$ cat src/rtl/control_unit_pkg.sv
// Shared encodings for the single-bus CPU control sequencer:
// opcodes, sequencer states, opcode classes, ALU op lines and the strobe bundle.
package control_unit_pkg;

    typedef enum logic [3:0] {
        S_RST  = 4'd0,
        S_T0   = 4'd1,
        S_T1   = 4'd2,
        S_T2   = 4'd3,
        S_T3   = 4'd4,
        S_T4   = 4'd5,
        S_T5   = 4'd6,
        S_T6   = 4'd7,
        S_T7   = 4'd8,
        S_HALT = 4'd9
    } state_e;

    typedef enum logic [3:0] {
        CLS_ALU_R   = 4'd0,
        CLS_ALU_I   = 4'd1,
        CLS_UNARY   = 4'd2,
        CLS_MOVE    = 4'd3,
        CLS_LD      = 4'd4,
        CLS_LDI     = 4'd5,
        CLS_ST      = 4'd6,
        CLS_NOP     = 4'd7,
        CLS_HALT    = 4'd8,
        CLS_ILLEGAL = 4'd9
    } op_class_e;

    localparam logic [4:0] OP_LD   = 5'b00000;
    localparam logic [4:0] OP_LDI  = 5'b00001;
    localparam logic [4:0] OP_ST   = 5'b00010;
    localparam logic [4:0] OP_ADD  = 5'b00011;
    localparam logic [4:0] OP_SUB  = 5'b00100;
    localparam logic [4:0] OP_SHR  = 5'b00101;
    localparam logic [4:0] OP_SHL  = 5'b00110;
    localparam logic [4:0] OP_ROR  = 5'b00111;
    localparam logic [4:0] OP_ROL  = 5'b01000;
    localparam logic [4:0] OP_AND  = 5'b01001;
    localparam logic [4:0] OP_OR   = 5'b01010;
    localparam logic [4:0] OP_ADDI = 5'b01011;
    localparam logic [4:0] OP_ANDI = 5'b01100;
    localparam logic [4:0] OP_ORI  = 5'b01101;
    localparam logic [4:0] OP_NEG  = 5'b10001;
    localparam logic [4:0] OP_NOT  = 5'b10010;
    localparam logic [4:0] OP_MFHI = 5'b11000;
    localparam logic [4:0] OP_MFLO = 5'b11001;
    localparam logic [4:0] OP_NOP  = 5'b11010;
    localparam logic [4:0] OP_HALT = 5'b11011;

    // One-hot ALU op lines, bit order {NOT,NEG,ROL,ROR,SHL,SHR,OR,AND,SUB,ADD}
    localparam logic [9:0] ALU_NONE = 10'b0000000000;
    localparam logic [9:0] ALU_ADD  = 10'b0000000001;
    localparam logic [9:0] ALU_SUB  = 10'b0000000010;
    localparam logic [9:0] ALU_AND  = 10'b0000000100;
    localparam logic [9:0] ALU_OR   = 10'b0000001000;
    localparam logic [9:0] ALU_SHR  = 10'b0000010000;
    localparam logic [9:0] ALU_SHL  = 10'b0000100000;
    localparam logic [9:0] ALU_ROR  = 10'b0001000000;
    localparam logic [9:0] ALU_ROL  = 10'b0010000000;
    localparam logic [9:0] ALU_NEG  = 10'b0100000000;
    localparam logic [9:0] ALU_NOT  = 10'b1000000000;

    typedef struct packed {
        logic PCout;
        logic Zlowout;
        logic MDRout;
        logic Cout;
        logic HIout;
        logic LOout;
        logic BAout;
        logic Rout;
        logic PCin;
        logic MARin;
        logic Zin;
        logic MDRin;
        logic IRin;
        logic Yin;
        logic HIin;
        logic LOin;
        logic Rin;
        logic Gra;
        logic Grb;
        logic Grc;
        logic IncPC;
        logic Read;
        logic Write;
        logic [9:0] aluOp;
        logic clear;
        logic Run;
        logic illegal;
    } ctrl_t;

endpackage

$ cat src/rtl/control_unit_op_decode.sv
// Combinational opcode classifier: maps IR[31:27] to an instruction class,
// the one-hot ALU op used by its execute states, and the HI/LO move select.
module op_decode
    import control_unit_pkg::*;
(
    input  logic [4:0] i_opcode,
    output op_class_e  o_class,
    output logic [9:0] o_aluOp,
    output logic       o_moveHi
);

    always_comb begin
        o_class  = CLS_ILLEGAL;
        o_aluOp  = ALU_NONE;
        o_moveHi = 1'b0;
        case (i_opcode)
            OP_LD:   begin o_class = CLS_LD;    o_aluOp = ALU_ADD; end
            OP_LDI:  begin o_class = CLS_LDI;   o_aluOp = ALU_ADD; end
            OP_ST:   begin o_class = CLS_ST;    o_aluOp = ALU_ADD; end
            OP_ADD:  begin o_class = CLS_ALU_R; o_aluOp = ALU_ADD; end
            OP_SUB:  begin o_class = CLS_ALU_R; o_aluOp = ALU_SUB; end
            OP_SHR:  begin o_class = CLS_ALU_R; o_aluOp = ALU_SHR; end
            OP_SHL:  begin o_class = CLS_ALU_R; o_aluOp = ALU_SHL; end
            OP_ROR:  begin o_class = CLS_ALU_R; o_aluOp = ALU_ROR; end
            OP_ROL:  begin o_class = CLS_ALU_R; o_aluOp = ALU_ROL; end
            OP_AND:  begin o_class = CLS_ALU_R; o_aluOp = ALU_AND; end
            OP_OR:   begin o_class = CLS_ALU_R; o_aluOp = ALU_OR;  end
            OP_ADDI: begin o_class = CLS_ALU_I; o_aluOp = ALU_ADD; end
            OP_ANDI: begin o_class = CLS_ALU_I; o_aluOp = ALU_AND; end
            OP_ORI:  begin o_class = CLS_ALU_I; o_aluOp = ALU_OR;  end
            OP_NEG:  begin o_class = CLS_UNARY; o_aluOp = ALU_NEG; end
            OP_NOT:  begin o_class = CLS_UNARY; o_aluOp = ALU_NOT; end
            OP_MFHI: begin o_class = CLS_MOVE;  o_moveHi = 1'b1;   end
            OP_MFLO: begin o_class = CLS_MOVE;  end
            OP_NOP:  begin o_class = CLS_NOP;   end
            OP_HALT: begin o_class = CLS_HALT;  end
            default: begin o_class = CLS_ILLEGAL; end
        endcase
    end

endmodule

$ cat src/rtl/control_unit.sv
// Hardwired Moore control sequencer for the single-bus CPU datapath:
// fetch T0-T2, opcode-dependent execute states T3-T7, memory stalls and HALT.
module control_unit
    import control_unit_pkg::*;
(
    input  logic        clk,
    input  logic        clear_n,
    input  logic [31:0] IR,
    input  logic        mem_ready,
    output logic        PCout,
    output logic        Zlowout,
    output logic        MDRout,
    output logic        Cout,
    output logic        HIout,
    output logic        LOout,
    output logic        BAout,
    output logic        Rout,
    output logic        PCin,
    output logic        MARin,
    output logic        Zin,
    output logic        MDRin,
    output logic        IRin,
    output logic        Yin,
    output logic        HIin,
    output logic        LOin,
    output logic        Rin,
    output logic        Gra,
    output logic        Grb,
    output logic        Grc,
    output logic        IncPC,
    output logic        Read,
    output logic        Write,
    output logic        ADD,
    output logic        SUB,
    output logic        AND,
    output logic        OR,
    output logic        SHR,
    output logic        SHL,
    output logic        ROR,
    output logic        ROL,
    output logic        NEG,
    output logic        NOT,
    output logic        clear,
    output logic        Run,
    output logic        illegal
);

    state_e    r_state;
    state_e    w_nextState;
    op_class_e w_class;
    logic [9:0] w_aluOp;
    logic      w_moveHi;
    ctrl_t     w_ctrl;
    logic      w_unusedIrBits;

    // Operand/immediate fields are consumed by the datapath, not the sequencer
    assign w_unusedIrBits = ^IR[26:0];

    op_decode u_opDecode (
        .i_opcode (IR[31:27]),
        .o_class  (w_class),
        .o_aluOp  (w_aluOp),
        .o_moveHi (w_moveHi)
    );

    always_ff @(posedge clk) begin
        if (!clear_n) r_state <= S_RST;
        else          r_state <= w_nextState;
    end

    always_comb begin
        w_nextState = r_state;
        case (r_state)
            S_RST: w_nextState = S_T0;
            S_T0:  w_nextState = S_T1;
            S_T1:  w_nextState = mem_ready ? S_T2 : S_T1;
            S_T2: begin
                case (w_class)
                    CLS_NOP:  w_nextState = S_T0;
                    CLS_HALT: w_nextState = S_HALT;
                    default:  w_nextState = S_T3;
                endcase
            end
            S_T3: begin
                case (w_class)
                    CLS_ALU_R, CLS_ALU_I, CLS_UNARY,
                    CLS_LD, CLS_LDI, CLS_ST: w_nextState = S_T4;
                    default:                 w_nextState = S_T0;
                endcase
            end
            S_T4: begin
                case (w_class)
                    CLS_ALU_R, CLS_ALU_I,
                    CLS_LD, CLS_LDI, CLS_ST: w_nextState = S_T5;
                    default:                 w_nextState = S_T0;
                endcase
            end
            S_T5: w_nextState = (w_class == CLS_LD || w_class == CLS_ST) ? S_T6 : S_T0;
            S_T6: begin
                case (w_class)
                    CLS_LD:  w_nextState = mem_ready ? S_T7 : S_T6;
                    CLS_ST:  w_nextState = S_T7;
                    default: w_nextState = S_T0;
                endcase
            end
            S_T7: begin
                if (w_class == CLS_ST) w_nextState = mem_ready ? S_T0 : S_T7;
                else                   w_nextState = S_T0;
            end
            S_HALT:  w_nextState = S_HALT;
            default: w_nextState = S_RST;
        endcase
    end

    // Run stays high everywhere except HALT; op lines only where Zin loads a result
    always_comb begin
        w_ctrl     = '0;
        w_ctrl.Run = 1'b1;
        case (r_state)
            S_RST: w_ctrl.clear = 1'b1;
            S_T0: begin
                w_ctrl.PCout = 1'b1; w_ctrl.MARin = 1'b1;
                w_ctrl.IncPC = 1'b1; w_ctrl.Zin   = 1'b1;
            end
            S_T1: begin
                w_ctrl.Zlowout = 1'b1; w_ctrl.PCin  = 1'b1;
                w_ctrl.Read    = 1'b1; w_ctrl.MDRin = 1'b1;
            end
            S_T2: begin
                w_ctrl.MDRout = 1'b1; w_ctrl.IRin = 1'b1;
            end
            S_T3: begin
                case (w_class)
                    CLS_ALU_R, CLS_ALU_I: begin
                        w_ctrl.Grb = 1'b1; w_ctrl.Rout = 1'b1; w_ctrl.Yin = 1'b1;
                    end
                    CLS_UNARY: begin
                        w_ctrl.Grb = 1'b1; w_ctrl.Rout = 1'b1;
                        w_ctrl.aluOp = w_aluOp; w_ctrl.Zin = 1'b1;
                    end
                    CLS_MOVE: begin
                        w_ctrl.Gra = 1'b1; w_ctrl.Rin = 1'b1;
                        w_ctrl.HIout = w_moveHi; w_ctrl.LOout = ~w_moveHi;
                    end
                    CLS_LD, CLS_LDI, CLS_ST: begin
                        w_ctrl.Grb = 1'b1; w_ctrl.BAout = 1'b1; w_ctrl.Yin = 1'b1;
                    end
                    CLS_ILLEGAL: w_ctrl.illegal = 1'b1;
                    default: ;
                endcase
            end
            S_T4: begin
                case (w_class)
                    CLS_ALU_R: begin
                        w_ctrl.Grc = 1'b1; w_ctrl.Rout = 1'b1;
                        w_ctrl.aluOp = w_aluOp; w_ctrl.Zin = 1'b1;
                    end
                    CLS_ALU_I, CLS_LD, CLS_LDI, CLS_ST: begin
                        w_ctrl.Cout = 1'b1; w_ctrl.aluOp = w_aluOp; w_ctrl.Zin = 1'b1;
                    end
                    CLS_UNARY: begin
                        w_ctrl.Zlowout = 1'b1; w_ctrl.Gra = 1'b1; w_ctrl.Rin = 1'b1;
                    end
                    default: ;
                endcase
            end
            S_T5: begin
                case (w_class)
                    CLS_ALU_R, CLS_ALU_I, CLS_LDI: begin
                        w_ctrl.Zlowout = 1'b1; w_ctrl.Gra = 1'b1; w_ctrl.Rin = 1'b1;
                    end
                    CLS_LD, CLS_ST: begin
                        w_ctrl.Zlowout = 1'b1; w_ctrl.MARin = 1'b1;
                    end
                    default: ;
                endcase
            end
            S_T6: begin
                case (w_class)
                    CLS_LD: begin
                        w_ctrl.Read = 1'b1; w_ctrl.MDRin = 1'b1;
                    end
                    CLS_ST: begin
                        w_ctrl.Gra = 1'b1; w_ctrl.Rout = 1'b1; w_ctrl.MDRin = 1'b1;
                    end
                    default: ;
                endcase
            end
            S_T7: begin
                case (w_class)
                    CLS_LD: begin
                        w_ctrl.MDRout = 1'b1; w_ctrl.Gra = 1'b1; w_ctrl.Rin = 1'b1;
                    end
                    CLS_ST:  w_ctrl.Write = 1'b1;
                    default: ;
                endcase
            end
            S_HALT:  w_ctrl.Run = 1'b0;
            default: w_ctrl.clear = 1'b1;
        endcase
    end

    assign PCout   = w_ctrl.PCout;
    assign Zlowout = w_ctrl.Zlowout;
    assign MDRout  = w_ctrl.MDRout;
    assign Cout    = w_ctrl.Cout;
    assign HIout   = w_ctrl.HIout;
    assign LOout   = w_ctrl.LOout;
    assign BAout   = w_ctrl.BAout;
    assign Rout    = w_ctrl.Rout;
    assign PCin    = w_ctrl.PCin;
    assign MARin   = w_ctrl.MARin;
    assign Zin     = w_ctrl.Zin;
    assign MDRin   = w_ctrl.MDRin;
    assign IRin    = w_ctrl.IRin;
    assign Yin     = w_ctrl.Yin;
    assign HIin    = w_ctrl.HIin;
    assign LOin    = w_ctrl.LOin;
    assign Rin     = w_ctrl.Rin;
    assign Gra     = w_ctrl.Gra;
    assign Grb     = w_ctrl.Grb;
    assign Grc     = w_ctrl.Grc;
    assign IncPC   = w_ctrl.IncPC;
    assign Read    = w_ctrl.Read;
    assign Write   = w_ctrl.Write;
    assign ADD     = w_ctrl.aluOp[0];
    assign SUB     = w_ctrl.aluOp[1];
    assign AND     = w_ctrl.aluOp[2];
    assign OR      = w_ctrl.aluOp[3];
    assign SHR     = w_ctrl.aluOp[4];
    assign SHL     = w_ctrl.aluOp[5];
    assign ROR     = w_ctrl.aluOp[6];
    assign ROL     = w_ctrl.aluOp[7];
    assign NEG     = w_ctrl.aluOp[8];
    assign NOT     = w_ctrl.aluOp[9];
    assign clear   = w_ctrl.clear;
    assign Run     = w_ctrl.Run;
    assign illegal = w_ctrl.illegal;

endmodule

$ cat config.mk
export PLATFORM = sky130hd
export DESIGN_NAME = control_unit
export DESIGN_NICKNAME = d
export VERILOG_FILES = /design/src/rtl/control_unit_pkg.sv /design/src/rtl/control_unit_op_decode.sv /design/src/rtl/control_unit.sv
export SDC_FILE = /design/constraint.sdc
export NUM_CORES = 1
export LEC_CHECK = 0
export BUFFER_PORTS_ARGS = -buffer_cell sky130_fd_sc_hd__buf_2
export CORE_ASPECT_RATIO = 0.7
export CORE_MARGIN = 2
export CORE_UTILIZATION = 40
export DETAILED_ROUTE_END_ITERATION = 10
export GPL_ROUTABILITY_DRIVEN = 0
export PLACE_DENSITY_LB_ADDON = 0.15
export SLEW_MARGIN = 10
export SYNTH_ARGS = -nofsm -noshare
export SYNTH_HDL_FRONTEND = slang
export SYNTH_SLANG_ARGS = --single-unit
$ cat constraint.sdc
create_clock -name clk -period 1.94 [get_ports clk]
set_input_delay 0.388 -clock clk [delete_from_list [all_inputs] [get_ports clk]]
set_output_delay 0.388 -clock clk [all_outputs]
set_load 0.1 [all_outputs]
==> results of run 1 <==
-- stage by stage --
step	worst slack [ns]	hold WS (ns)
global placement	-0.143	0.679
floorplan	-0.407	0.580
-- cells in the mapped netlist (2+ instances only) --
cell      number  share of area
buf_4          3          0.025
inv_1          8          0.033
o211ai_1       3          0.025
nand2b_1       9          0.061
nand2_1       15          0.061
a21oi_1        5          0.027
a211o_1        2          0.019
nor3_1         7          0.038
or2_2          3          0.020
o21ai_0        9          0.049
nand3_1        6          0.033
nor2_1        20          0.082
xnor2_1        2          0.019
nand4_1        2          0.014
or3_1          3          0.020
a31oi_1        3          0.020
clkbuf_1       3          0.012
nor2b_1        3          0.020
nand3b_1       2          0.016
o22ai_1        2          0.014
dfxtp_1        4          0.087
buf_2          7          0.038
o21a_1         2          0.016
and2_1         2          0.014
-- logic make-up after synthesis --
logic type / synth area share
AO/OA/AOI/OAI: 0.251
XOR/XNOR: 0.0286
buffers and inverters: 0.125
flip-flops: 0.0872
multiplexers: 0.0123
other: 0.00408
AND/OR/NAND/NOR: 0.492
==> flow_summary.toml, run 1 <==
[outcome]
tool.error = "[ERROR DPL-0038] Utilization greater than 100%, impossible to legalize"
status = "aborted with a tool error"
stop_stage = "detailed placement"

[synth]
netlist_instances = 149
yosysUniqueCellTypes = 48
synth_seq_area_share = 0.0872
ys_ff_latch = 4
yosysWarnings = 0
synth_edf_count = 0
netlist_area_um2 = 918
synthArstFlopShare = 0
syn_area_per_cell_um2 = 6.16
synth_flop_cell = "dfxtp_1"

[die]
initial_core_util = 0.426
rows = 14
die_w_um = 61.3
io_pins = 71
fp.dieH_um = 44.1

[placement]
io_buffers = 41
==> run 2, diff against run 1 <==
--- a/config.mk
+++ b/config.mk
@@ -6,10 +6,9 @@
 export NUM_CORES = 1
 export LEC_CHECK = 0
 export BUFFER_PORTS_ARGS = -buffer_cell sky130_fd_sc_hd__buf_2
-export CORE_ASPECT_RATIO = 0.7
-export CORE_MARGIN = 2
-export CORE_UTILIZATION = 40
+export CORE_AREA = 2 2 63 65
 export DETAILED_ROUTE_END_ITERATION = 10
+export DIE_AREA = 0 0 65 67
 export GPL_ROUTABILITY_DRIVEN = 0
 export PLACE_DENSITY_LB_ADDON = 0.15
 export SLEW_MARGIN = 10
==> run 2 against run 1 <==
Compared with the run above:
- synthesized area stayed put
- synthesized cell count stayed put
- the flow now finishes, with violations (negative setup slack)
==> flow_summary.toml, run 2 <==
[outcome]
status = "finished, violations left"
violations = "negative setup slack"

[drt]
route.vias.total = 1441
drt_iter0_drc = 43
route.antenna.remaining_nets = 0
route.detailed.drc = 0
firstDrtPassIters = 4
via_per_inst = 5.20
wirelength_um = 4150
wl_per_cell_um = 15.0

[sta]
finalHoldWorstSlack_ns = 0.530
finClkSkew_ns = 0.00432
setup_violations = 12
max_freq_mhz = 478
layout_setup_ws_ns = -0.154
drv_slew = 0
rsz0062_at_grt = "yes"
finalHoldViolations = 0
finalCritPeriodShare = 1.08
finalCriticalPeriod_ns = 2.09

[synth]
ys_ff_latch = 4
syn_area_per_cell_um2 = 6.16
netlist_instances = 149
post-synth-top-area-fraction = 0.0872
synthArstFlopShare = 0
synth_seq_area_share = 0.0872
yosys-top-cells-area = "dfxtp_1 8.7%, nor2_1 8.2%, nand2_1 6.1%"
netlist_area_um2 = 918
synth.most_common_cell = "nor2_1"
yosysUniqueCellTypes = 48
synth_edf_count = 0
synth_flop_cell = "dfxtp_1"
yosysWarnings = 0
yosys.area.top_type = "dfxtp_1"
synthTopCellsByCount = "20 x nor2_1, 15 x nand2_1, 9 x nand2b_1, 9 x o21ai_0, 8 x inv_1"

[critical_path]
crit_chain = "or4b_4 -> buf_4 -> o221ai_4 -> buf_12"
worst-r2r-setup-slack_ns = 0.24
slowest_stage = "or4b_4"
cp_max_fo = 6
cp.arrival_ns = 1.71
startpoint_type = "flop"
slowest_delay_ns = 0.57
required_ns = 1.55
worstSetupPathType = "flop to output port"
critPathCaptureType = "output port"

[global_routing]
grt_usage = 0.191
antenna_found_initial = 0
grt_pass1_vias = 1469
gr-total-overflow = 0
grt_pass1_wl_um = 6530
grt_max_degree = 12

[cts]
cts_hold_buf = 0
ctsRootBufferMaster = "clkbuf_8"
cts_tree = "built"
clkTransAtPathRegs_ns = 0.03
clk_path_buf_depth = 2
h-tree-depth = 1
clock_latency_ns = 0.22
clock_sinks = 4
cts_buffers = 3

[pwr]
irDropWorstVdd_uv = 178
seqPwrFrac = 0.096
combPwrFrac = 0.735
power_switching_mw = 0.540
leakage_nw = 0.971
intPower_mw = 0.514
p_clk_frac = 0.169
switching_share = 0.512
power.density_cell_area_nw_per_um2 = 426

[final_layout]
final_common_cell = "buf_4"
final_cell_area_um2 = 2480
area_growth_pct = 170
reg_top3 = "r_state (4)"
final_cell_mix = "46 x buf_4, 34 x buf_12, 12 x nor2_4, 7 x buf_6"
nets = 266
drive_gt1_frac = 0.721
stdcell_count = 277
n_fill_cell = 267
antenna_cells = 0
largest_register = "r_state"
largest_reg_flops = 4

[die]
fp.dieH_um = 67
fp.coreArea_um2 = 3610
initial_core_util = 0.255
die_w_um = 65
rows = 22
die-area_um2 = 4360
io_pins = 71

[run]
cap_viol_max_count = 0

[min_path]
hp-class = "input port to flop"

[placement]
place_area_um2 = 2220
hpwl_um = 3360
place_inst = 266
io_buffers = 41
pre_cts_slack_ns = -0.169
-- run 2: cell counts after synthesis --
No cell type changed its count.
-- run 2: layer usage --
metal	vias to the layer above	global-route usage	share of wire
li1	684	-	-
met3	12	0.0270	0.057
met2	47	0.369	0.55
met5	-	0	0
met1	698	0.207	0.37
met4	0	0.0745	0.022
-- run 2: kinds of logic after synthesis --
kind of cell	Yosys count	synth area share
mux	1	0.0123
compound gates	35	0.251
flops	4	0.0872
buf+inv	23	0.125
xor+xnor	3	0.0286
simple gates	82	0.492
other cells	1	0.00408
-- run 2: area by class of cell --
| cell class | instances | area (µm²) | share of cell area |
|---|---|---|---|
| sequential | 4 | 85.1 | 0.0343 |
| clock buffer | 3 | 41.3 | 0.0167 |
| multi-input combinational | 123 | 1110 | 0.448 |
| inverter | 8 | 45.0 | 0.0182 |
| tap | 48 | 60.1 | 0.0242 |
| timing repair buffer | 91 | 1130 | 0.458 |
-- run 2: worst paths after layout --
kind           endpoint  depth (start not counted)  startpoint
max reg2reg  r_state[0]                          5  r_state[2]
min          r_state[1]                          3     clear_n
min reg2reg  r_state[3]                          3  r_state[0]
max                Rout                          4  r_state[1]
-- run 2: through the flow --
step / power [mW] / util / TNS (ns)
5_1_grt: 1.09 / 0.687 / -2.16
6_report: 1.05 / 0.687 / -1.18
3_5_place_dp: 0.833 / 0.617 / -1.23
4_1_cts: 1.04 / 0.656 / -1.65
3_3_place_gp: 0.820 / 0.617 / -1.06
2_1_floorplan: 0.588 / - / -3.35
-- run 2: what timing repair did --
action / 4_1_cts / 5_1_grt
buffers inserted: 0 / 8
pin swaps: 6 / 12
endpoints found under the setup margin: 27 / 31
gates resized for setup: 25 / 15
-- run 2: power by group through the flow --
stage               Combinational [mW]  Sequential, mW  Clock [mW]
detailed placement               0.734          0.0992           0
global placement                 0.722          0.0989           0
global route                     0.804           0.102       0.189
finish                           0.775           0.101       0.178
CTS                              0.754          0.0998       0.183
floorplan                        0.489          0.0994           0
-- run 2: critical path: cells and delay by family (launching register included) --
family | cells | cell delay [ns]
AOI/OAI and AO/OA | 1 | 0.18
buffers and inverters | 2 | 0.38
DFF | 1 | 0.34
and+or+nand+nor | 1 | 0.57
No activity file was read; power rests on OpenSTA's default activity.
==> run 3, diff against run 2 <==
--- a/config.mk
+++ b/config.mk
@@ -11,6 +11,8 @@
 export DIE_AREA = 0 0 65 67
 export GPL_ROUTABILITY_DRIVEN = 0
 export PLACE_DENSITY_LB_ADDON = 0.15
+export RECOVER_POWER = 100
+export REMOVE_ABC_BUFFERS = 1
 export SLEW_MARGIN = 10
 export SYNTH_ARGS = -nofsm -noshare
 export SYNTH_HDL_FRONTEND = slang
==> run 3 against run 2 <==
Compared with the run above:
- the flow still finishes with violations (negative setup slack)
- sequential share of layout area is 0.056 points lower
- register-to-register slack worse by 0.16 ns
- via count is 4.8% higher
- critical endpoint is now ADD
- clock skew is 0.0017 ns higher
==> flow_summary.toml, run 3 (synthesis gave the netlist of run 2 again) <==
[outcome]
status = "finished, violations left"
violations = "negative setup slack"

[drt]
firstDrtPassIters = 4
via_per_inst = 5.19
route.detailed.drc = 0
route.vias.total = 1510
wl_per_cell_um = 16.1
wirelength_um = 4680
route.antenna.remaining_nets = 0
drt_iter0_drc = 96

[final_layout]
stdcell_count = 291
area_growth_pct = 182
largest_register = "r_state"
finish.utilization = 0.719
drive_gt1_frac = 0.700
final_common_cell = "buf_4"
final_cell_mix = "47 x buf_4, 37 x buf_12, 13 x buf_6, 8 x nor2_1, 8 x nand2_1"
n_fill_cell = 271
antenna_cells = 0
largest_reg_flops = 4
nets = 280
reg_top3 = "r_state (4)"

[critical_path]
r2r-start = "r_state[2]"
worstSetupPathType = "flop to output port"
crit_start = "r_state[1]"
cp_max_fo = 6
cp.arrival_ns = 1.71
required_ns = 1.55
critPathCaptureType = "output port"
worst-r2r-setup-slack_ns = 0.08
startpoint_type = "flop"

[sta]
max_freq_mhz = 477
rsz0062_at_grt = "yes"
setup_violations = 25
layout_setup_ws_ns = -0.158
finalCritPeriodShare = 1.08
drv_slew = 0
finalCriticalPeriod_ns = 2.10
finClkSkew_ns = 0.00600
finalHoldViolations = 0

[pwr]
combPwrFrac = 0.754
power_switching_mw = 0.557
seqPwrFrac = 0.084
irDropWorstVdd_uv = 195
p_clk_frac = 0.162
leakage_nw = 1.08
switching_share = 0.489
power.density_cell_area_nw_per_um2 = 439
intPower_mw = 0.582

[cts]
cts_tree = "built"
clock_sinks = 4
clk_path_buf_depth = 2
cts_buffers = 3
cts_hold_buf = 0
clkTransAtPathRegs_ns = 0.04
ctsRootBufferMaster = "clkbuf_8"
h-tree-depth = 1
clock_latency_ns = 0.23

[die]
fp.coreArea_um2 = 3610
die-area_um2 = 4360
die_w_um = 65
fp.dieH_um = 67
initial_core_util = 0.255
rows = 22
io_pins = 71

[global_routing]
antenna_found_initial = 0
grt_pass1_wl_um = 7140
grt_usage = 0.213
grt_max_degree = 17
gr-total-overflow = 0
grt_pass1_vias = 1525

[placement]
place_inst = 270
io_buffers = 41
hpwl_um = 2890

[min_path]
hp-class = "input port to flop"
hp-start = "clear_n"

[run]
cap_viol_max_count = 0
## run 3: changes by cell type in the layout (fill, tap and decap cells not counted), sizes merged
| cell | previous run | this run |
|---|---|---|
| buf | 91 | 104 |
| bufbuf | 0 | 1 |
| clkinvlp | 4 | 0 |
| inv | 4 | 8 |
## run 3: area by class of cell
cell class | count | area (µm²) | area share
tap | 48 | 60.1 | 0.0232
clock buffer | 3 | 41.3 | 0.0159
timing repair buffer | 105 | 1330 | 0.512
multi-input combinational | 123 | 1050 | 0.403
sequential | 4 | 87.6 | 0.0338
inverter | 8 | 30.0 | 0.0116
## run 3: critical path, stage by stage (launching register included)
cell and delay (ns):
dfxtp_2 0.32, buf_6 0.13, nand2b_4 0.16, or3_4 0.35
a211oi_2 0.22, buf_4 0.15, buf_12 0.16
## run 3: stage by stage
step / TNS [ns] / hold slack, ns / setup slack [ns] / total power, mW / cell area, µm²
5_1_grt: -3.22 / 0.504 / -0.203 / 1.18 / 2590
3_3_place_gp: -1.79 / 0.693 / -0.220 / 0.761 / 1960
6_report: -1.89 / 0.489 / -0.158 / 1.14 / 2590
3_5_place_dp: -1.81 / 0.705 / -0.192 / 0.767 / 1960
4_1_cts: -1.50 / 0.558 / -0.114 / 1.04 / 2340
2_1_floorplan: -22.78 / 0.580 / -1.80 / 0.476 / 837
## run 3: path summary, 6_finish.rpt
kind | endpoint | depth (start not counted)
hold / removal | r_state[1] | 3
setup reg to reg | r_state[0] | 7
hold reg to reg | r_state[0] | 3
setup / recovery | ADD | 6
## run 3: layer usage
layer / GRT usage / share of wire
met2: 0.383 / 0.52
met4: 0.120 / 0.037
met5: 0 / 0
met3: 0.0338 / 0.066
met1: 0.237 / 0.37
## run 3: repair_timing
action / in CTS / in global routing
pin swaps: 15 / 15
endpoints found under the setup margin: 29 / 34
gates resized for setup: 70 / 35
gates cloned: 1 / 0
setup buffers: 4 / 13
## run 3: power by group through the flow
stage | Clock (mW) | Combinational [mW] | Sequential, mW
2_1_floorplan | 0 | 0.367 | 0.109
3_3_place_gp | 0 | 0.667 | 0.0935
3_5_place_dp | 0 | 0.673 | 0.0938
4_1_cts | 0.176 | 0.769 | 0.0959
5_1_grt | 0.193 | 0.889 | 0.0966
6_report | 0.184 | 0.859 | 0.0957
